==> src/rtl/fdiv_seq_ctrl_pkg.sv <==
// Shared widths, constants, FSM states and field helpers
// for the sequential single-precision divider.
package fdiv_seq_ctrl_pkg;

  localparam int EXP_W = 8;
  localparam int MAN_W = 24;
  localparam int BIAS  = 127;
  localparam int QBITS = 26;

  localparam logic [31:0] QNAN    = 32'h7FC0_0000;
  localparam logic [31:0] POS_INF = 32'h7F80_0000;

  typedef enum logic [2:0] {
    S_IDLE,
    S_NORM_A,
    S_NORM_B,
    S_DIV,
    S_FIN
  } state_t;

  // {hidden, frac}; hidden is set for any nonzero exponent
  function automatic logic [MAN_W-1:0] mant_of(
    input logic [30:0] x
  );
    return {|x[30:23], x[22:0]};
  endfunction

  // denormals use exponent 1
  function automatic logic [9:0] eexp_of(
    input logic [EXP_W-1:0] ex
  );
    return (ex == '0) ? 10'd1 : {2'b00, ex};
  endfunction

endpackage

==> src/rtl/fdiv_seq_ctrl_norm.sv <==
// 24-bit leading-one normalizer: b = a << move_num,
// ports: a (in), b (out), move_num (out, 0..23).
module fdiv_seq_ctrl_norm
  import fdiv_seq_ctrl_pkg::*;
(
  input  logic [MAN_W-1:0] a,
  output logic [MAN_W-1:0] b,
  output logic [4:0]       move_num
);

  // highest set bit wins; zero input leaves shift at 0
  always_comb begin
    move_num = '0;
    for (int i = 0; i < MAN_W; i++) begin
      if (a[i]) move_num = 5'(MAN_W - 1 - i);
    end
  end

  assign b = a << move_num;

endmodule

==> src/rtl/fdiv_seq_ctrl.sv <==
// Sequential IEEE-754 single divide: normalize, restoring divide, round/pack.
// Ports: clk, rst_n, start/a/b in; ready, done, result, div_by_zero, invalid out.
module fdiv_seq_ctrl
  import fdiv_seq_ctrl_pkg::*;
#(
  parameter int QPC = 1
) (
  input  logic        clk,
  input  logic        rst_n,
  input  logic        start,
  input  logic [31:0] a,
  input  logic [31:0] b,
  output logic        ready,
  output logic        done,
  output logic [31:0] result,
  output logic        div_by_zero,
  output logic        invalid
);

  localparam int NCYC = QBITS / QPC;

  state_t state_q, state_d;

  logic [31:0]        a_q, b_q;
  logic [MAN_W-1:0]   ma_q, mb_q;
  logic [4:0]         lza_q;
  logic signed [9:0]  e_q;
  logic [MAN_W:0]     rem_q;
  logic [QBITS-1:0]   quo_q;
  logic [4:0]         cnt_q;
  logic [31:0]        result_q;
  logic               dbz_q, inv_q;

  logic accept, last;

  assign ready  = (state_q == S_IDLE) ||
                  (state_q == S_FIN);
  assign done   = (state_q == S_FIN);
  assign accept = start & ready;
  assign last   = (cnt_q == 5'(NCYC - 1));

  assign result      = result_q;
  assign div_by_zero = dbz_q;
  assign invalid     = inv_q;

  // single normalizer, a in NORM_A and b in NORM_B
  logic [MAN_W-1:0] norm_in, norm_out;
  logic [4:0]       norm_lz;

  assign norm_in = (state_q == S_NORM_B) ?
                   mant_of(b_q[30:0]) :
                   mant_of(a_q[30:0]);

  fdiv_seq_ctrl_norm u_norm (
    .a        (norm_in),
    .b        (norm_out),
    .move_num (norm_lz)
  );

  logic [9:0] e_nx;

  assign e_nx = eexp_of(a_q[30:23])
              - {5'd0, lza_q}
              - eexp_of(b_q[30:23])
              + {5'd0, norm_lz}
              + 10'(BIAS);

  // QPC restoring steps per cycle; the remainder
  // shifts left after each compare
  logic [MAN_W:0]   rem_w, diff_s;
  logic [QBITS-1:0] quo_w;
  logic             ge_s;

  always_comb begin
    rem_w  = rem_q;
    quo_w  = quo_q;
    diff_s = '0;
    ge_s   = 1'b0;
    for (int i = 0; i < QPC; i++) begin
      ge_s   = (rem_w >= {1'b0, mb_q});
      diff_s = ge_s ? rem_w - {1'b0, mb_q} : rem_w;
      rem_w  = diff_s << 1;
      quo_w  = {quo_w[QBITS-2:0], ge_s};
    end
  end

  // round/pack works on the final step's outputs so the
  // result register is valid in the FIN (done) cycle
  logic              hi, g, st, up, carry, sgn;
  logic [22:0]       frac_raw, frac;
  logic signed [9:0] ee;

  always_comb begin
    hi       = quo_w[QBITS-1];
    frac_raw = hi ? quo_w[24:2] : quo_w[23:1];
    g        = hi ? quo_w[1] : quo_w[0];
    st       = (hi & quo_w[0]) | (rem_w != '0);
    up       = g & (st | frac_raw[0]);
    carry    = up & (&frac_raw);
    frac     = frac_raw + 23'(up);
    ee       = hi ? e_q : e_q - 10'sd1;
    if (carry) ee = ee + 10'sd1;
  end

  logic fa_ff, fb_ff, fa_nz, fb_nz;
  logic nan_a, nan_b, inf_a, inf_b;
  logic zero_a, zero_b;

  assign fa_ff  = &a_q[30:23];
  assign fb_ff  = &b_q[30:23];
  assign fa_nz  = |a_q[22:0];
  assign fb_nz  = |b_q[22:0];
  assign nan_a  = fa_ff & fa_nz;
  assign nan_b  = fb_ff & fb_nz;
  assign inf_a  = fa_ff & ~fa_nz;
  assign inf_b  = fb_ff & ~fb_nz;
  assign zero_a = (a_q[30:0] == '0);
  assign zero_b = (b_q[30:0] == '0);
  assign sgn    = a_q[31] ^ b_q[31];

  logic [31:0] pk_res;
  logic        pk_dbz, pk_inv;

  always_comb begin
    pk_res = {sgn, ee[7:0], frac};
    pk_dbz = 1'b0;
    pk_inv = 1'b0;
    if (nan_a | nan_b |
        (zero_a & zero_b) |
        (inf_a & inf_b)) begin
      pk_res = QNAN;
      pk_inv = 1'b1;
    end else if (inf_a) begin
      pk_res = {sgn, POS_INF[30:0]};
    end else if (zero_b) begin
      pk_res = {sgn, POS_INF[30:0]};
      pk_dbz = 1'b1;
    end else if (inf_b | zero_a) begin
      pk_res = {sgn, 31'd0};
    end else if (ee >= 10'sd255) begin
      pk_res = {sgn, POS_INF[30:0]};
    end else if (ee <= 10'sd0) begin
      pk_res = {sgn, 31'd0};
    end
  end

  always_comb begin
    state_d = state_q;
    unique case (state_q)
      S_IDLE:   if (start) state_d = S_NORM_A;
      S_NORM_A: state_d = S_NORM_B;
      S_NORM_B: state_d = S_DIV;
      S_DIV:    if (last) state_d = S_FIN;
      S_FIN:    state_d = start ? S_NORM_A : S_IDLE;
      default:  state_d = S_IDLE;
    endcase
  end

  always_ff @(posedge clk or negedge rst_n) begin
    if (!rst_n) state_q <= S_IDLE;
    else        state_q <= state_d;
  end

  always_ff @(posedge clk or negedge rst_n) begin
    if (!rst_n) begin
      a_q      <= '0;
      b_q      <= '0;
      ma_q     <= '0;
      mb_q     <= '0;
      lza_q    <= '0;
      e_q      <= '0;
      rem_q    <= '0;
      quo_q    <= '0;
      cnt_q    <= '0;
      result_q <= '0;
      dbz_q    <= 1'b0;
      inv_q    <= 1'b0;
    end else begin
      if (accept) begin
        a_q <= a;
        b_q <= b;
      end
      unique case (state_q)
        S_NORM_A: begin
          ma_q  <= norm_out;
          lza_q <= norm_lz;
        end
        S_NORM_B: begin
          mb_q  <= norm_out;
          e_q   <= $signed(e_nx);
          rem_q <= {1'b0, ma_q};
          quo_q <= '0;
          cnt_q <= '0;
        end
        S_DIV: begin
          rem_q <= rem_w;
          quo_q <= quo_w;
          cnt_q <= cnt_q + 5'd1;
          if (last) begin
            result_q <= pk_res;
            dbz_q    <= pk_dbz;
            inv_q    <= pk_inv;
          end
        end
        default: ;
      endcase
    end
  end

endmodule

==> config.mk <==
export PLATFORM = sky130hd
export DESIGN_NAME = fdiv_seq_ctrl
export DESIGN_NICKNAME = d
export VERILOG_FILES = /design/src/rtl/fdiv_seq_ctrl_pkg.sv /design/src/rtl/fdiv_seq_ctrl_norm.sv /design/src/rtl/fdiv_seq_ctrl.sv
export SDC_FILE = /design/constraint.sdc
export NUM_CORES = 1
export LEC_CHECK = 0
export CAP_MARGIN = 0
export CORE_ASPECT_RATIO = 0.8
export CORE_UTILIZATION = 59
export CTS_BUF_LIST = sky130_fd_sc_hd__clkbuf_2 sky130_fd_sc_hd__clkbuf_4 sky130_fd_sc_hd__clkbuf_8
export CTS_CLUSTER_DIAMETER = 80
export CTS_CLUSTER_SIZE = 10
export DETAILED_ROUTE_END_ITERATION = 7
export HOLD_SLACK_MARGIN = 0.08
export PLACE_DENSITY = 0.83
export SLEW_MARGIN = 10
export SYNTH_ARGS = -nofsm -noshare
export SYNTH_HDL_FRONTEND = slang
export SYNTH_SLANG_ARGS = --single-unit
export TNS_END_PERCENT = 10
==> constraint.sdc <==
create_clock -name clk -period 7 [get_ports clk]
set_input_delay 1.05 -clock clk [delete_from_list [all_inputs] [get_ports clk]]
set_output_delay 1.05 -clock clk [all_outputs]
set_load 0.05 [all_outputs]
==> flow_summary.yaml, run 1 <==
route:
  drc: 0
  wirelength_um: 40400
  drt_iter0_drc: 1141
  first_pass_iters: 5
  num_vias: 13500
  routed.top_layer: "met4"
  wl_met3_um: 3430
  ant_nets: 0
  via_per_inst: 6.36
  wl_per_cell_um: 19.1
  wl_met2_um: 17400
  wl_met1_um: 18400
yosys:
  syn_area_um2: 14900
  ys_types: 84
  synthesis.nets: 1874
  synth_edf_count: 0
  synth-seq-cells: 219
  ys_dominant_reg_cell: "dfrtp_1"
  yosysWarnings: 0
  synthCells: 1753
  syn-mean-instance-area_um2: 8.49
  async_reset_ff_share_pct: 100
  yosysSeqAreaShare_pct: 36.8
timing:
  setup_violations: 0
  worst_slew_pin_slew_ns: 1.23
  skew_ns: 0.0194
  rsz0062_at_grt: "no"
  hold_viol: 0
  worst_slew_margin_rel_pct: 17.2
  fin_crit_sh_pct: 89.2
  fmax_mhz: 160
  slew_viol_final: 0
  fin_crit_ns: 6.25
  fin_setup_tns_ns: 0
  fin_ws_ns: 0.753
critical_path:
  crit_path_top_delay_cell: "nor3_1"
  start_kind: "flop"
  cpPeakStageDelay_ns: 0.63
  crit_path_max_fanout: 15
  path_cells: "ha_1, nand4_1, or3_1, o211a_1, o21ai_1, nand2b_1, buf_4, nor2_1, a21oi_1, nor4_1, a311oi_1, ha_1, ha_1, nand4_1, nor3_1, nand4_1, xor2_1, o21ai_0, and4b_1, o22a_1"
  worstPathRequired_ns: 7.50
  crit_type: "reg -> reg"
  end_kind: "flop"
  cp.arrival_ns: 6.74
die:
  core-area_um2: 24600
  die_area_um2: 25900
  die_y_um: 144
  num_rows: 51
  pin_count: 103
  die_width_um: 180
  initial_core_util_pct: 60.6
power_and_ir_drop:
  peakVddDrop_v: 0.000229
  power_leakage_nw: 6.87
  power_density_nw_per_um2: 475
  finalPower_mw: 7.80
final_layout:
  multi_input_area_um2: 8680
  fillers: 1959
  seq_area_um2: 5480
  antenna_cells: 0
  final_cells: 2117
  final_area_um2: 16400
  area.growth.synth_to_final_pct: 10.3
  drive_above_1_share_pct: 9.17
  finalNetCount: 1919
placed_design:
  dpl_worst_slack_ns: 0.935
  port_buffers: 102
  dp_cells: 2089
  dp_hpwl_um: 30000
  place_area_um2: 16100
  place.gp.congestion: 0.951
clocking:
  postCtsHoldBufs: 0
  cts_buffer_depth: 3
  root_buffer: "clkbuf_8"
  cts_buffers: 25
  cts_setup_buffers: 0
  cts_resized: 0
  cts_tree: "built"
  clk_pin_slew_worst_paths_ns: 0.08
  clock_sinks: 219
  htreeDepth: 1
  clock_latency_ns: 0.56
global_route:
  grt_pass1_wl_um: 66100
  grt_start_max_net_pins: 105
  gr-total-overflow: 0
  first_global_vias: 12900
  grtUsageTotal_pct: 31.7
  antenna_found_initial: 1
hold_path:
  hold_class: "in -> async"
job:
  drv_cap: 0
status:
  outcome: "complete, no violations"
-- per-stage QoR --
| step | util, % | hold WS, ns |
|---|---|---|
| final | 66.8 | 0.443 |
| after global routing | 66.8 | 0.485 |
| after CTS | 66.8 | 0.466 |
| after detailed placement | 65.3 | 0.465 |
| after global placement | 65.3 | 0.461 |
| after floorplan | - | 0.443 |
-- path summary, 6_finish.rpt --
kind	startpoint	end	slack, ns	cells past startpoint
min in group clk	result[16]	result[16]	0.48	2
max in group asynchronous	rst_n	state_q[0]	5.11	2
setup / recovery	rem_q[10]	result[22]	0.75	20
hold / removal	rst_n	b_q[5]	0.44	1
hold reg to reg	result[16]	result[16]	0.48	2
setup reg to reg	rem_q[10]	result[22]	0.75	20
-- critical path: cells and delay by family (launching register included) --
kind            cells  cell delay [ns]
compound gates      6             1.57
xor+xnor            1             0.17
fa+ha+maj           3             1.08
buf+inv             1             0.30
flops               1             0.43
simple gates        9             2.64
-- cells in the mapped netlist, drive strengths merged (7+ instances only) --
cell type    n  area (µm²)
o21a         7        52.6
a31oi       30         188
ha          47         588
or2          7        46.3
or3         17         111
mux2i       43         430
and2        12        75.1
a211oi      15         113
nor2       105         394
a32oi        7        61.3
o31a         8        70.1
inv         77         289
o31ai       26         200
nor2b       13        81.3
nand2      285        1070
buf         33         169
fa           7         140
a21oi       92         460
xnor2       45         394
nor4        27         181
o211ai      22         165
mux2        62         698
nand4       23         144
o21ai      168         916
nand3       55         275
dfrtp      219        5480
o221ai      12         105
clkbuf      75         284
nand2b      18         113
nor3        29         145
o21bai      11        82.6
a21o        24         180
xor2        41         359
-- layer usage --
layer,vias to the layer above,track usage (%)
met4,0,10.5
met3,79,5.67
met1,6461,45.7
met5,-,0
met2,557,48.2
li1,6363,-
-- logic make-up after synthesis --
| kind of cell | count (synthesis) | synth area share [%] |
|---|---|---|
| mux | 105 | 7.58 |
| fa+ha+maj | 54 | 4.89 |
| buf+inv | 185 | 4.98 |
| simple gates | 624 | 19.6 |
| xor+xnor | 86 | 5.06 |
| flops | 219 | 36.8 |
| compound gates | 480 | 21.1 |
-- flip-flops by register name, indices dropped and copies added, names as in the netlist, 10 cells and up --
signal and cells:
a_q 32, b_q 32, result 32, quo_q 25, rem_q 25, ma_q 24
mb_q 24, e_q 10
-- layout by cell type, fill, tap and decap left out, types with 7 or more instances in the layout --
cell type / instances
nor3_1: 29
o21bai_1: 11
a31oi_1: 30
nor2_1: 105
o221ai_1: 12
a21oi_1: 92
buf_4: 24
a32oi_1: 7
o31a_1: 8
fa_1: 7
inv_1: 76
o21ai_2: 20
nand4_1: 23
mux2_2: 61
nor2b_1: 13
clkdlybuf4s50_1: 101
o21ai_0: 145
xnor2_1: 45
clkbuf_8: 25
dfrtp_1: 218
a21o_1: 24
xor2_1: 41
nand2_1: 285
a211oi_1: 15
mux2i_1: 43
and2_1: 11
or3_1: 16
o21a_1: 7
o211ai_1: 22
ha_1: 47
o31ai_1: 24
nand3_1: 55
nor4_1: 25
nand2b_1: 17
-- power by group --
part | switching, mW | internal [mW] | leakage, nW
Combinational | 2.94 | 1.90 | 3.96
Clock | 0.442 | 0.330 | 0.189
Sequential | 0.472 | 1.72 | 2.72
-- layout make-up --
cell class / count / share of cell area (%)
multi-input combinational: 1349 / 52.9
clock inverter: 1 / 0.0457
tap: 318 / 2.42
timing repair buffer: 126 / 7.35
clock buffer: 27 / 2.19
inverter: 77 / 1.76
sequential: 219 / 33.4
Note: power is estimated with default switching activity, not from simulation.
==> run 2, diff against run 1 <==
ABC_AREA = 1   (was not set)
GPL_ROUTABILITY_DRIVEN = 1   (was not set)
clock period = 6.79 ns   (was 7 ns; I/O delays follow)
==> flow_summary.yaml, run 2 <==
status:
  outcome: "complete, no violations"
critical_path:
  crit_type: "reg -> reg"
  end_kind: "flop"
  worstPathRequired_ns: 7.22
  r2r_cells: 26
  crit_path_max_fanout: 58
  start_kind: "flop"
  cp.arrival_ns: 6.50
global_route:
  grtUsageTotal_pct: 33.0
  grt_pass1_wl_um: 65900
  antenna_found_initial: 0
  first_global_vias: 12700
  grt_start_max_net_pins: 100
  gr-total-overflow: 0
clocking:
  cts_tree: "built"
  postCtsHoldBufs: 0
  root_buffer: "clkbuf_8"
  clock_sinks: 219
  clk_pin_slew_worst_paths_ns: 0.08
  cts_buffers: 25
  cts_buffer_depth: 3
  htreeDepth: 1
  clock_latency_ns: 0.56
  cts_resized: 0
  cts_setup_buffers: 0
route:
  drt_iter0_drc: 1497
  wl_per_cell_um: 16.6
  first_pass_iters: 8
  drc: 0
  num_vias: 13700
  ant_nets: 0
  wirelength_um: 39500
  via_per_inst: 5.74
timing:
  fmax_mhz: 165
  fin_crit_ns: 6.07
  fin_setup_tns_ns: 0
  slew_viol_final: 0
  worst_slew_margin_rel_pct: 30.5
  worst_slew_pin_slew_ns: 1.04
  hold_viol: 0
  setup_violations: 0
  skew_ns: 0.0191
  fin_crit_sh_pct: 89.4
  hold_ws_ns: 0.410
  rsz0062_at_grt: "no"
  fin_ws_ns: 0.717
yosys:
  syn-mean-instance-area_um2: 7.14
  synthCells: 2002
  ys_dominant_reg_cell: "dfrtp_1"
  synth_top_area_share_pct: 38.4
  synthesis.nets: 2123
  ys_types: 57
  syn_area_um2: 14300
  synth_edf_count: 0
  async_reset_ff_share_pct: 100
  yosysWarnings: 0
  synth-seq-cells: 219
  yosysSeqAreaShare_pct: 38.4
  synthTopCellsByArea: "dfrtp_1, nand2_1, inv_1, nand3_1, o21ai_0"
  synth_top_cells_by_count: "nand2_1, inv_1, dfrtp_1, nand3_1, o21ai_0"
  synth.most_common_cell: "nand2_1"
  yosys.area.top_type: "dfrtp_1"
placed_design:
  port_buffers: 102
  dp_hpwl_um: 30000
  place.gp.congestion: 1.02
  dpl_worst_slack_ns: 0.929
die:
  num_rows: 50
  pin_count: 103
  die_width_um: 176
  initial_core_util_pct: 60.6
  die_area_um2: 24800
  core-area_um2: 23600
  die_y_um: 141
final_layout:
  drive_above_1_share_pct: 5.16
  mostFrequentLayoutCell: "nand2_1"
  layout_common_cells: "nand2_1, inv_1, dfrtp_1"
  area.growth.synth_to_final_pct: 11.1
  utilization_pct: 67.3
  antenna_cells: 0
  finalNetCount: 2195
job:
  drv_cap: 0
hold_path:
  hold_class: "in -> async"
run 2: cell count changes after synthesis, moves of 37 or more:
| cell | delta |
|---|---|
| o22ai_1 | +37 |
| inv_1 | +196 |
| nand2_1 | +280 |
| mux2i_1 | -43 |
| a21oi_1 | -37 |
| mux2_2 | -61 |
| nand3_1 | +118 |
run 2: logic make-up (layout without fill, tap and decap cells):
| group | Yosys count | count (layout) | share of synthesized area (%) |
|---|---|---|---|
| AO/OA/AOI/OAI | 343 | 343 | 14.0 |
| flip-flops | 219 | 219 | 38.4 |
| buffers and inverters | 360 | 431 | 9.91 |
| adder cells (fa/ha/maj) | 54 | 54 | 5.10 |
| AND/OR/NAND/NOR | 972 | 972 | 29.2 |
| XOR/XNOR | 54 | 54 | 3.44 |
run 2: worst max-delay path: stages (launching register included):
cell and delay (ns):
dfrtp_1 0.43, nor2_2 0.21, nand2_2 0.53, o21ai_0 0.58, inv_1 0.14, nor2_1 0.17
nand2_1 0.10, inv_1 0.09, nand2_1 0.09, nor2_1 0.64, inv_1 0.60, fa_1 0.67
inv_1 0.04, ha_1 0.34, nand2_1 0.08, nor2_1 0.04, a211oi_1 0.24, nor2_1 0.10
nor2_1 0.10, o21ai_0 0.11, inv_1 0.10, nor2_1 0.04, nor2_1 0.10, nor2_1 0.05
nor2_1 0.11, xor2_1 0.14, o21ai_0 0.08
run 2: metal layers:
| layer | track usage, % | vias up | part of all wire (%) |
|---|---|---|---|
| met4 | 7.28 | 0 | 2.1 |
| met3 | 4.88 | 66 | 8.2 |
| met2 | 47.9 | 604 | 41 |
| met1 | 51.7 | 6393 | 48 |
| met5 | 0 | - | 0 |
| li1 | - | 6630 | - |
run 2: path summary, 6_finish.rpt:
check                            from         end  slack, ns
setup / recovery           state_q[2]      e_q[8]       0.72
hold / removal                  rst_n     mb_q[2]       0.41
setup reg to reg           state_q[2]      e_q[8]       0.72
hold reg to reg             result[4]   result[4]       0.48
max in group asynchronous       rst_n  state_q[2]       4.94
min in group clk            result[4]   result[4]       0.48
run 2: final cells by class:
cell class / count / area, µm²
Fill cell: 2014 / 7720
Tap cell: 312 / 390
Multi-Input combinational cell: 1423 / 7410
Timing Repair Buffer: 122 / 1180
Clock buffer: 26 / 352
Inverter: 283 / 1060
Sequential cell: 219 / 5480
run 2: stage by stage:
step                instance area (µm²)  instances
finish                            15900       2385
global route                      15900       2385
CTS                               15900       2385
detailed placement                15500       2359
global placement                  15500       2359
floorplan                         14300       2002
Power of run 2 is not shown: default switching activity piles up to over one toggle a cycle in this logic, so the estimate is an artifact.
==> run 3, diff against run 2 <==
SLEW_MARGIN = 40   (was 10)
==> flow_summary.yaml, run 3 (synthesis results as in run 2) <==
route:
  first_pass_iters: 6
  drt_iter0_drc: 1496
  wirelength_um: 39400
  ant_nets: 0
  via_per_inst: 5.74
  drc: 0
  wl_per_cell_um: 16.5
  num_vias: 13700
clocking:
  cts_tree: "built"
  clock_sinks: 219
  postCtsHoldBufs: 0
  cts_buffer_depth: 3
  cts_buffers: 25
  cts_setup_buffers: 0
  root_buffer: "clkbuf_8"
  cts_resized: 0
  clk_pin_slew_worst_paths_ns: 0.08
  htreeDepth: 1
  clock_latency_ns: 0.56
timing:
  worst_slew_margin_rel_pct: 48.0
  setup_violations: 0
  hold_viol: 0
  fin_setup_tns_ns: 0
  fmax_mhz: 171
  worst_slew_pin_slew_ns: 0.777
  fin_crit_ns: 5.86
  fin_crit_sh_pct: 86.3
  rsz0062_at_grt: "no"
  slew_viol_final: 0
  skew_ns: 0.0194
die:
  pin_count: 103
  num_rows: 50
  die_area_um2: 24800
  die_y_um: 141
  die_width_um: 176
  core-area_um2: 23600
  initial_core_util_pct: 60.6
critical_path:
  rrSetupSlack_ns: 0.93
  end_kind: "flop"
  crit_path_frequent_cell: "nor2_1"
  worstPathRequired_ns: 7.22
  crit_type: "reg -> reg"
  crit_path_top_delay_cell: "fa_1"
  crit_path_max_fanout: 23
  cpPeakStageDelay_ns: 0.67
  start_kind: "flop"
  cp.arrival_ns: 6.29
final_layout:
  area.growth.synth_to_final_pct: 11.2
  finalNetCount: 2195
  antenna_cells: 0
  layout_common_cells: "nand2_1, inv_1, dfrtp_1"
  fillers: 2035
  drive_above_1_share_pct: 5.26
  mostFrequentLayoutCell: "nand2_1"
hold_path:
  hold_class: "in -> async"
global_route:
  gr-total-overflow: 0
  first_global_vias: 12600
  grt_start_max_net_pins: 100
  grt_pass1_wl_um: 65500
  grtUsageTotal_pct: 32.8
  antenna_found_initial: 0
job:
  drv_cap: 0
placed_design:
  dp_hpwl_um: 29900
  port_buffers: 102
  place.gp.congestion: 1.02
status:
  outcome: "complete, no violations"
[run 3: changes by cell type in the layout (fill, tap and decap cells not counted)]
cell,before,now
nand2_2,9,8
buf_4,20,18
inv_2,8,9
inv_1,272,271
nand2_4,0,1
buf_6,0,2
clkinvlp_4,0,1
[run 3: worst paths after layout]
| kind | start | endpoint | depth (start not counted) |
|---|---|---|---|
| worst max-delay path | a_q[23] | e_q[8] | 28 |
| worst min-delay path | rst_n | mb_q[2] | 1 |
| worst max register to register | a_q[23] | e_q[8] | 28 |
| worst min register to register | result[17] | result[17] | 2 |
| max in group asynchronous | rst_n | quo_q[18] | 2 |
| min in group clk | result[17] | result[17] | 2 |
[run 3: stage by stage]
stage / setup slack, ns / util, % / std cells / hold slack, ns / instance area [µm²]
after floorplan: 2.13 / - / 2002 / 0.449 / 14300
after global placement: 1.20 / 65.8 / 2359 / 0.464 / 15500
after detailed placement: 0.872 / 65.8 / 2359 / 0.467 / 15500
after CTS: 0.822 / 67.3 / 2386 / 0.458 / 15900
after global routing: 0.501 / 67.4 / 2386 / 0.468 / 15900
final: 0.928 / 67.4 / 2386 / 0.412 / 15900
[run 3: area by class of cell]
| type | instances | area (µm²) | share of cell area, % |
|---|---|---|---|
| well taps | 312 | 390 | 2.46 |
| flip-flops and latches | 219 | 5480 | 34.5 |
| repair buffers | 122 | 1180 | 7.45 |
| multi-input cells | 1423 | 7410 | 46.6 |
| inverters | 283 | 1060 | 6.69 |
| clock inverters | 1 | 7.51 | 0.0473 |
| clock buffers | 26 | 352 | 2.21 |
[run 3: metal layers]
metal / GRT usage [%] / up-vias / wire length [µm]
met2: 47.7 / 598 / 16500
met5: 0 / - / 0
li1: - / 6644 / -
met1: 51.9 / 6411 / 19200
met4: 6.64 / 0 / 648
met3: 4.23 / 47 / 3130
[run 3: critical path, delay by kind of cell (launching register included)]
| kind | cells | cell delay, ns |
|---|---|---|
| fa+ha+maj | 2 | 1.01 |
| simple gates | 16 | 2.56 |
| buf+inv | 5 | 1.06 |
| xor+xnor | 1 | 0.14 |
| flops | 1 | 0.42 |
| compound gates | 4 | 0.56 |
Power of run 3 is left out for the same reason.
